`src/rtl/iter_divider.sv`:
```
// Multi-cycle restoring divider: one quotient bit per clock, signed or unsigned,
// with a start/busy/done handshake toward the pipeline stall logic.
module iter_divider #(
    parameter int WIDTH = 32
) (
    input  logic             clk_i,
    input  logic             rst_i,
    input  logic             start_i,
    input  logic             signed_i,
    input  logic [WIDTH-1:0] dividend_i,
    input  logic [WIDTH-1:0] divisor_i,
    output logic             busy_o,
    output logic             done_o,
    output logic [WIDTH-1:0] quotient_o,
    output logic [WIDTH-1:0] remainder_o,
    output logic             div_zero_o
);

    localparam int CW = $clog2(WIDTH + 1);

    typedef enum logic [1:0] {
        S_IDLE = 2'd0,
        S_CALC = 2'd1,
        S_FIX  = 2'd2,
        S_DONE = 2'd3
    } state_t;

    state_t           r_state;
    state_t           w_next;
    logic [WIDTH-1:0] r_rem;
    logic [WIDTH-1:0] r_quo;
    logic [WIDTH-1:0] r_dvsr;
    logic [CW-1:0]    r_cnt;
    logic             r_neg_q;
    logic             r_neg_r;
    logic [WIDTH-1:0] r_quotient;
    logic [WIDTH-1:0] r_remainder;
    logic             r_div_zero;

    logic             w_accept;
    logic             w_dvsr_zero;
    logic             w_dvd_neg;
    logic             w_dvsr_neg;
    logic [WIDTH-1:0] w_dvd_abs;
    logic [WIDTH-1:0] w_dvsr_abs;
    logic [WIDTH:0]   w_rem_sh;
    logic [WIDTH:0]   w_diff;
    logic             w_last;

    assign w_accept    = start_i && (r_state == S_IDLE || r_state == S_DONE);
    assign w_dvsr_zero = (divisor_i == '0);
    assign w_dvd_neg   = signed_i & dividend_i[WIDTH-1];
    assign w_dvsr_neg  = signed_i & divisor_i[WIDTH-1];
    // Magnitude of the most negative value wraps to itself, which is the correct unsigned magnitude.
    assign w_dvd_abs   = w_dvd_neg  ? (~dividend_i + 1'b1) : dividend_i;
    assign w_dvsr_abs  = w_dvsr_neg ? (~divisor_i + 1'b1)  : divisor_i;

    // rem < divisor always holds, so WIDTH+1 bits capture the shifted value and the borrow.
    assign w_rem_sh = {r_rem, r_quo[WIDTH-1]};
    assign w_diff   = w_rem_sh - {1'b0, r_dvsr};
    assign w_last   = (r_cnt == CW'(WIDTH - 1));

    always_ff @(posedge clk_i or negedge rst_i) begin
        if (!rst_i) r_state <= S_IDLE;
        else        r_state <= w_next;
    end

    always_comb begin
        w_next = r_state;
        case (r_state)
            S_IDLE, S_DONE: begin
                if (start_i) w_next = w_dvsr_zero ? S_DONE : S_CALC;
                else         w_next = S_IDLE;
            end
            S_CALC: w_next = w_last ? S_FIX : S_CALC;
            S_FIX:  w_next = S_DONE;
            default: w_next = S_IDLE;
        endcase
    end

    always_comb begin
        busy_o = 1'b0;
        done_o = 1'b0;
        case (r_state)
            S_CALC, S_FIX: busy_o = 1'b1;
            S_DONE:        done_o = 1'b1;
            default: ;
        endcase
    end

    always_ff @(posedge clk_i or negedge rst_i) begin
        if (!rst_i) begin
            r_rem       <= '0;
            r_quo       <= '0;
            r_dvsr      <= '0;
            r_cnt       <= '0;
            r_neg_q     <= 1'b0;
            r_neg_r     <= 1'b0;
            r_quotient  <= '0;
            r_remainder <= '0;
            r_div_zero  <= 1'b0;
        end else if (w_accept) begin
            r_rem      <= '0;
            r_quo      <= w_dvd_abs;
            r_dvsr     <= w_dvsr_abs;
            r_cnt      <= '0;
            r_neg_q    <= w_dvd_neg ^ w_dvsr_neg;
            r_neg_r    <= w_dvd_neg;
            r_div_zero <= w_dvsr_zero;
            // Divide-by-zero skips the iterations and reports the raw dividend.
            if (w_dvsr_zero) begin
                r_quotient  <= '1;
                r_remainder <= dividend_i;
            end
        end else if (r_state == S_CALC) begin
            r_rem <= w_diff[WIDTH] ? w_rem_sh[WIDTH-1:0] : w_diff[WIDTH-1:0];
            r_quo <= {r_quo[WIDTH-2:0], ~w_diff[WIDTH]};
            r_cnt <= r_cnt + CW'(1);
        end else if (r_state == S_FIX) begin
            r_quotient  <= r_neg_q ? (~r_quo + 1'b1) : r_quo;
            r_remainder <= r_neg_r ? (~r_rem + 1'b1) : r_rem;
        end
    end

    assign quotient_o  = r_quotient;
    assign remainder_o = r_remainder;
    assign div_zero_o  = r_div_zero;

endmodule

```
`config.mk`:
```
export PLATFORM = sky130hd
export DESIGN_NAME = iter_divider
export DESIGN_NICKNAME = d
export VERILOG_FILES = /design/src/rtl/iter_divider.sv
export SDC_FILE = /design/constraint.sdc
export NUM_CORES = 1
export LEC_CHECK = 0
export ABC_AREA = 1
export CORE_UTILIZATION = 25
export DETAILED_ROUTE_END_ITERATION = 10
export DONT_BUFFER_PORTS = 1
export SLEW_MARGIN = 10
export SYNTH_ARGS = -nofsm -noshare
export SYNTH_HDL_FRONTEND = slang
export SYNTH_SLANG_ARGS = --single-unit
```
`constraint.sdc`:
```
create_clock -name clk_i -period 2 [get_ports clk_i]
set_input_delay 0.4 -clock clk_i [delete_from_list [all_inputs] [get_ports clk_i]]
set_output_delay 0.4 -clock clk_i [all_outputs]
set_load 0.01 [all_outputs]
```
### Yosys cells after proc, flatten, opt, wreduce, memory -nomap -nowiden

Index checks and enable logic that the tools add are counted.

| cells by class | value |
|---|---|
| mux-type cells | 25 |
| bitwise gates (word level) | 8 |
| equality and inequality tests | 6 |
| add/sub/neg operators | 6 |
| reduce and logical (&&, ||, !) cells | 9 |

Operators with widths:

| operator | count |
|---|---|
| two-way mux 32 bit | 17 |
| adder 32 x 1 -> 32 bit (second input constant) | 4 |
| NOT 32 bit | 4 |
| subtractor 33 x 32 -> 33 bit | 1 |
| logical NOT 32 bit | 1 |
| two-way mux 6 bit | 2 |
| adder 6 x 1 -> 6 bit (second input constant) | 1 |
| equality test 6 x 5 -> 1 bit (second input constant) | 1 |
| two-way mux 2 bit | 3 |
| case mux 2 bit (3 select lines) | 1 |
| equality test 2 bit (second input constant) | 2 |
| nonzero test 2 bit | 2 |
| OR reduction 2 bit | 2 |
| AND reduction 3 bit | 1 |
| AND 1 bit | 2 |
| equality test 2 x 1 -> 1 bit (second input constant) | 1 |
| logical NOT 2 bit | 1 |
| two-way mux 1 bit | 2 |
| inequality test 2 x 1 -> 1 bit (second input constant) | 1 |
| inequality test 2 bit (second input constant) | 1 |
| logical AND 1 bit | 1 |
| logical OR 1 bit | 1 |
| NOT 1 bit | 1 |
| bitwise XOR 1 bit | 1 |

| storage, ports and cells | value |
|---|---|
| input bits | 68 |
| word-level logic and storage cells | 64 |
| output and inout bits | 67 |
| register bits | 171 |

### Logic depth before layout (Yosys ltp)

Gate-level depths: netlist of run 1.

| depth | value |
|---|---|
| depth in word-level cells | 6 |
| mapped depth | 18 |
| gate-level depth less buffers | 17 |

### Worst setup path after synthesis of run 1

No wires, ideal clock.

| timing path | value |
|---|---|
| path type | flip-flop to flip-flop |
| from | register r_quo[31] |
| to | register r_rem[12] |
| buffers on the path | 1 |
| setup slack | -190 ps |
| period minus slack after synthesis | 2190 ps |
| required time | 1882 ps |
| cell stages (with the launch flop) | 19 |
| arrival time | 2072 ps |
| library setup time | 118 ps |
| cells stage by stage | dfrtp_1 inv_1 ha_1 fa_1 inv_1 nand2_1 nand2_1 nand3_1 nand2_1 nand2_1 nand2_2 nand2_4 nand2_4 nand2_4 nand2_8 buf_6 nand2_1 nand3_1 nand2_1 |

| between the ends | value |
|---|---|
| word-level cells in the longest chain between the ends | 4 |

Ends and longest elaborated chain:

| item | RTL line | source |
|---|---|---|
| from (decl) | 31 | `logic [WIDTH-1:0] r_quo;` |
| from (signal assigned) | 104 | `r_quo <= w_dvd_abs;` |
| from (signal assigned) | 117 | `r_quo <= {r_quo[WIDTH-2:0], ~w_diff[WIDTH]};` |
| subtractor 33 x 32 -> 33 bit | 60 | `assign w_diff = w_rem_sh - {1'b0, r_dvsr};` |
| two-way mux 32 bit | 116 | `r_rem <= w_diff[WIDTH] ? w_rem_sh[WIDTH-1:0] : w_diff[WIDTH-1:0];` |
| two-way mux 32 bit | 115 | `end else if (r_state == S_CALC) begin` |
| two-way mux 32 bit | 102 | `end else if (w_accept) begin` |
| to (signal assigned) | 116 |  |
| to (decl) | 30 | `logic [WIDTH-1:0] r_rem;` |

No other way between the ends. The select of a mux whose other input is x is not followed.
A chain may end at the register's enable or synchronous reset.

### Worst setup path in the final report of run 1

| timing path | value |
|---|---|
| from | register r_rem[21] |
| to | register r_rem[18] |

| between the ends | value |
|---|---|
| word-level cells in the longest chain between the ends | 4 |

Ends and longest elaborated chain:

| item | RTL line |
|---|---|
| subtractor 33 x 32 -> 33 bit | 60 |
| two-way mux 32 bit | 116 |
| two-way mux 32 bit | 115 |
| two-way mux 32 bit | 102 |

No other way between the ends. The select of a mux whose other input is x is not followed.

==> reports/qor.yml, run 1 <==
status: "finished with violations"
violations: "DRC, hold timing, setup timing"
ir_worst_vdd_mv: 0.815
rows: 84
cp.arrival_ns: 2.66
die_h_um: 234
grt_util_all_layers: 0.181
setup_viol: 33
clock_latency_ns: 0.48
utilization: 0.331
dpl_cell_area_mm2: 0.0160
p_switching_uw: 13300
clock-sinks: 171
postSynth.asyncResetShare: 1.00
chipWidth_um: 234
synth_cell_type_count: 51
diodes: 0
synthFlopType: "dfrtp_1"
grt_most_used_layer: "met2"
synthToLayoutAreaGrowth_pct: 30.3
use_met2: 0.293
fp.dieArea_mm2: 0.0546
maxSlewViolCount: 0
critPathKind: "flop to flop"
grt_setup_unrepaired: "yes"
synth_area_mm2: 0.0134
grt_pass1_wl_um: 75700
met1_usage: 0.228
power_leakage_uw: 0.00879
wl_um: 49600
wl_per_cell_um: 16.5
viasPerCell: 4.72
fin_crit_ns: 2.33
start_util: 0.254
cts_made_buffers: 17
dp_hpwl_um: 39400
ys_warn_count: 0
hp-class: "input pin to async pin"
final_cells: 3016
portBuffers: 0
max_freq_mhz: 430
grt_max_degree: 172
final_cell_area_mm2: 0.0175
tightest_slew_ns: 0.545
synth-edff-count: 0
fin_skew_ns: 0.0164
cts_tree: "yes"
dr_total_vias: 14200
dp.cells: 2962
ys_seq_area_frac: 0.319
dr.pass1.iters: 11
power.density_mw_per_mm2: 1580
pwr-share-comb: 0.679
cts_max_level: 4
sw_frac_of_total: 0.483
cp.required_ns: 2.34
clockRootBuffer: "clkbuf_16"
syn_inst: 2087
synthesis.nets: 2196
cp-end-kind: "flop"
nFillCells: 5748
fin_ws_ns: -0.326
dp_slack_ns: -0.389
routabilityCongestion: 0.938
hold_viol: 171
syn_area_per_cell_um2: 6.43
max_slew_margin: 0.636
gr-usage-met3: 0.0438
p_int_uw: 14300
clockBufferDepth: 2
grt_overflow: 0
ioPinCount: 135
period_share: 1.16
grt_pass1_vias: 13600
p_seq_frac: 0.183
drive_above_1_share: 0.201
clockPowerShare: 0.138
drc: 32
final_nets: 2424
ys_ff_latch: 171
ant_nets: 0
cap_violations: 0
power_uw: 27600
critical_path.startpoint_type: "flop"
path_max_fanout: 14
antenna_found_initial: 0
clk_pin_slew_ns: 0.08
whs_ns: -0.370
core_mm2: 0.0528
drtIter0Drc: 1174
r2r_cells: 14
==> worst max-delay path, stage by stage, from the launching register on <==
cell and delay, ns:
dfrtp_1 0.44, ha_1 0.37, nand2_2 0.10, inv_1 0.04, nand2_1 0.05, nand2_1 0.06, inv_1 0.05, nand2_1 0.09
a21oi_4 0.29, nand3_4 0.16, buf_6 0.17, nand2_8 0.12, nand2_2 0.07, nand3_2 0.07, nand2_2 0.09
==> layout by cell type, fill, tap and decap left out, types with 4 or more instances in the layout <==
cell type  instances
buf_12            10
o21ai_1            8
ha_4              10
o22ai_1           23
o21bai_1           6
nand3_1          162
xor2_1            47
inv_2             13
nor2_4             5
bufinv_16          4
a31oi_1           15
ha_1              28
nand2_1          615
nor3_1            24
or2_2             12
a21oi_2            4
nand2_2           24
clkbuf_16         19
nand3_4            6
nor2_2            22
xnor2_1           19
dfrtp_2            5
nand3_2           34
a21oi_1           65
o21ai_0          109
o31ai_1           10
inv_1            303
dfrtp_1          166
nor2_1           173
nand4_1           26
nand3b_1          13
o22a_1             9
nand2_4            7
inv_8              4
o2111ai_1          6
nor4_1             6
o211ai_1          14
buf_4            246
buf_6             13
==> per-layer routing <==
layer	share of wire	wire (µm)
met5	0	0
met4	0.034	1710
met3	0.077	3830
met2	0.46	22600
met1	0.43	21500
==> cell families (layout without fill, tap and decap cells) <==
logic type,count (synthesis),count (layout),synth area share
and+or+nand+nor,1140,1141,0.362
DFF,171,171,0.319
buffers and inverters,386,626,0.113
AOI/OAI and AO/OA,282,282,0.123
adders and majority gates,41,41,0.0388
xor gates and xnor gates,67,67,0.0438
==> state kept, by name, indices dropped and copies added (netlist names) <==
register / count
r_neg_q: 1
quotient_o: 32
r_state: 2
r_neg_r: 1
r_dvsr: 32
r_quo: 32
div_zero_o: 1
r_rem: 32
r_cnt: 6
remainder_o: 32
==> layout make-up <==
type / count / area, µm² / share of cell area
clock buffers: 18 / 439 / 0.0251
clock inverters: 14 / 209 / 0.0120
inverters: 320 / 1210 / 0.0692
multi-input cells: 1531 / 8190 / 0.469
flip-flops and latches: 171 / 4290 / 0.245
well taps: 688 / 861 / 0.0493
repair buffers: 274 / 2280 / 0.130
==> metrics by stage <==
stage / TNS (ns) / hold slack, ns
floorplan: -2.69 / 0.104
global placement: -18.09 / 0.116
detailed placement: -18.73 / 0.116
CTS: -8.68 / -0.390
global route: -12.52 / -0.384
finish: -8.81 / -0.370
==> power by group through the flow <==
stage	logic, µW	registers [µW]	clock network (µW)
CTS	17500	5020	3870
global route	20800	5150	4000
detailed placement	16800	5070	0
global placement	16800	5060	0
finish	18800	5070	3810
floorplan	10200	4920	0
==> path summary, 6_finish.rpt <==
check	from	end	slack, ns
max	r_rem[21]$_DFFE_PN0P_	r_rem[18]$_DFFE_PN0P_	-0.33
min	rst_i	remainder_o[9]$_DFFE_PN0P_	-0.37
max reg2reg	r_rem[21]$_DFFE_PN0P_	r_rem[18]$_DFFE_PN0P_	-0.33
min reg2reg	r_dvsr[8]$_DFFE_PN0P_	r_dvsr[8]$_DFFE_PN0P_	0.49
max in group asynchronous	rst_i	r_dvsr[17]$_DFFE_PN0P_	2.08
min in group clk_i	dividend_i[14]	r_quo[14]$_DFFE_PN0P_	0.02
==> synthesized netlist by cell type, drive strengths merged, types with 15 or more instances <==
cell / n / area [µm²]
nor2: 200 / 786
a21oi: 70 / 365
dfrtp: 171 / 4280
buf: 27 / 170
nand3: 202 / 1030
a31oi: 15 / 93.8
nand4: 26 / 163
clkbuf: 39 / 146
nor3: 28 / 156
inv: 318 / 1190
ha: 40 / 500
o21ai: 118 / 591
xor2: 48 / 420
nand2: 648 / 2480
xnor2: 19 / 166
o22ai: 23 / 144
==> timing repair <==
action / CTS / global route
setup endpoints to repair: 83 / 78
cloned: 2 / 3
pin swaps: 12 / 38
buffers inserted: 14 / 5
resized for setup: 38 / 121
hold endpoints to repair: 171 / 171
(Power assumes the default switching activity.)
==> inputs of run 2 (changes only) <==
--- a/config.mk
+++ b/config.mk
@@ -6,9 +6,12 @@
 export NUM_CORES = 1
 export LEC_CHECK = 0
 export ABC_AREA = 1
+export CELL_PAD_IN_SITES_DETAIL_PLACEMENT = 1
+export CELL_PAD_IN_SITES_GLOBAL_PLACEMENT = 2
 export CORE_UTILIZATION = 25
 export DETAILED_ROUTE_END_ITERATION = 10
 export DONT_BUFFER_PORTS = 1
+export PLACE_DENSITY_LB_ADDON = 0.1
 export SLEW_MARGIN = 10
 export SYNTH_ARGS = -nofsm -noshare
 export SYNTH_HDL_FRONTEND = slang
==> run 2 against run 1 <==
- the flow still finishes with violations (DRC, hold timing, setup timing)
- first-iteration DRC count is 33% lower
- routed wire length is 27% higher
- global-route usage is 5.0 points higher
- sequential share of layout area is 2.1 points lower
- setup slack better by 0.077 ns
==> reports/qor.yml, run 2 (same netlist as run 1, synthesis figures left out) <==
clockBufferDepth: 2
fin_crit_ns: 2.25
final_cell_mix: "569 x nand2_1, 326 x buf_4, 277 x inv_1"
cp_cell_sequence: "ha_4 -> fa_2 -> inv_2 -> nand2_2 -> nand2_2 -> nand3_2 -> nand2_2 -> nand2_2 -> nand2_2 -> nand2_4 -> nand2_4 -> nand2_8 -> clkbuf_16 -> nand3_2 -> nand3_1 -> nand2_1"
ant_nets: 0
cts_made_buffers: 17
fin_ws_ns: -0.249
violations: "DRC, hold timing, setup timing"
power_leakage_uw: 0.00937
cp.required_ns: 2.42
sw_frac_of_total: 0.493
crit_family: "simple AND/OR/NAND/NOR gates"
core_mm2: 0.0528
path_buf_inv: 2
clockPowerShare: 0.116
viasPerCell: 4.75
critical_path.slowest_cell: "dfrtp_1"
maxSlewViolCount: 0
grt_setup_unrepaired: "yes"
pwr-share-comb: 0.719
wl_per_cell_um: 20.3
dr_total_vias: 14800
die_h_um: 234
portBuffers: 0
grt_pass1_wl_um: 93000
setup_viol: 45
clock_latency_ns: 0.50
whs_ns: -0.402
chipWidth_um: 234
wl_um: 63100
rows: 84
drive_above_1_share: 0.306
cts_tree: "yes"
hp-class: "input pin to async pin"
fp.dieArea_mm2: 0.0546
clockRootBuffer: "clkbuf_16"
max_freq_mhz: 445
final_cells: 3113
hold_viol: 171
critical_path.startpoint_type: "flop"
dr.pass1.iters: 8
utilization: 0.364
period_share: 1.12
ctsHoldBuffers: 2
p_seq_frac: 0.165
synthToLayoutAreaGrowth_pct: 43.2
start_util: 0.254
max_slew_margin: 0.421
critPathKind: "flop to flop"
final_common_cell: "nand2_1"
path_max_fanout: 8
grt_pass1_vias: 15400
cp.arrival_ns: 2.67
cts_max_level: 4
ir_worst_vdd_mv: 0.809
routabilityCongestion: 0.851
clock-sinks: 171
power.density_mw_per_mm2: 1650
fin_skew_ns: 0.0166
dp.cells: 3039
p_int_uw: 16100
tightest_slew_ns: 0.863
antenna_found_initial: 0
grt_util_all_layers: 0.231
cap_violations: 0
diodes: 0
grt_max_degree: 172
fin_tns_setup_ns: -6.98
status: "finished with violations"
cp-end-kind: "flop"
grt_overflow: 0
drtIter0Drc: 788
crit_top_cell: "nand2_2"
cpPeakStageDelay_ns: 0.41
final_nets: 2521
dp_hpwl_um: 50100
clk_pin_slew_ns: 0.07
ioPinCount: 135
p_switching_uw: 15600
drc: 26
-- run 2: cell types whose count changed in the layout (fill, tap and decap cells not counted), moves of 13 or more --
| cell | previous run | this run |
|---|---|---|
| nor2_4 | 5 | 26 |
| ha_4 | 10 | 33 |
| inv_1 | 303 | 277 |
| nor2_2 | 22 | 35 |
| dfrtp_2 | 5 | 22 |
| nand2_1 | 615 | 569 |
| ha_1 | 28 | 6 |
| dfrtp_1 | 166 | 149 |
| nor2_1 | 173 | 139 |
| nand2_2 | 24 | 69 |
| buf_4 | 246 | 326 |
| inv_2 | 13 | 33 |
-- run 2: per-layer routing --
| layer | global-route usage | part of all wire | up-vias |
|---|---|---|---|
| met1 | 0.279 | 0.43 | 7207 |
| met3 | 0.0402 | 0.036 | 59 |
| li1 | - | - | 7343 |
| met5 | 0 | 0 | - |
| met4 | 0.0785 | 0.027 | 0 |
| met2 | 0.409 | 0.50 | 171 |
-- run 2: path summary, 6_finish.rpt --
path / slack, ns / startpoint / to / cells past startpoint
setup / recovery: -0.25 / r_dvsr[0]$_DFFE_PN0P_ / r_rem[19]$_DFFE_PN0P_ / 16
hold / removal: -0.40 / rst_i / remainder_o[11]$_DFFE_PN0P_ / 0
setup reg to reg: -0.25 / r_dvsr[0]$_DFFE_PN0P_ / r_rem[19]$_DFFE_PN0P_ / 16
hold reg to reg: 0.50 / r_dvsr[9]$_DFFE_PN0P_ / r_dvsr[9]$_DFFE_PN0P_ / 2
max in group asynchronous: 2.12 / rst_i / r_dvsr[14]$_DFFE_PN0P_ / 0
min in group clk_i: 0.04 / divisor_i[31] / r_neg_q$_DFFE_PN0P_ / 1
-- run 2: stage by stage --
step / area [µm²] / power [µW] / hold slack (ns) / setup WS (ns)
2_1_floorplan: 13400 / 15200 / 0.104 / -0.107
3_3_place_gp: 16600 / 24200 / 0.113 / -0.434
3_5_place_dp: 16600 / 24400 / 0.112 / -0.440
4_1_cts: 18000 / 29900 / -0.439 / -0.244
5_1_grt: 19200 / 34200 / -0.440 / -0.353
6_report: 19200 / 31700 / -0.402 / -0.249
-- run 2: power groups by stage --
stage	logic, µW	registers, µW	clock network (µW)
floorplan	10200	4920	0
global placement	19100	5120	0
detailed placement	19200	5150	0
CTS	20900	5180	3800
global route	25000	5340	3920
finish	22800	5240	3670
-- run 2: timing repair --
item                                    CTS  global route
gates resized for setup                 142           255
pin swaps                                24            95
buffers inserted                         12            24
endpoints found under the setup margin   95            93
hold endpoints to repair                173           171
gates cloned                              5             6
-- run 2: area by class of cell --
| class | count | area, µm² |
|---|---|---|
| Clock buffer | 20 | 467 |
| Timing Repair Buffer | 369 | 3140 |
| Clock inverter | 12 | 150 |
| Multi-Input combinational cell | 1533 | 9050 |
| Fill cell | 6575 | 33600 |
| Tap cell | 688 | 861 |
| Sequential cell | 171 | 4310 |
| Inverter | 320 | 1230 |
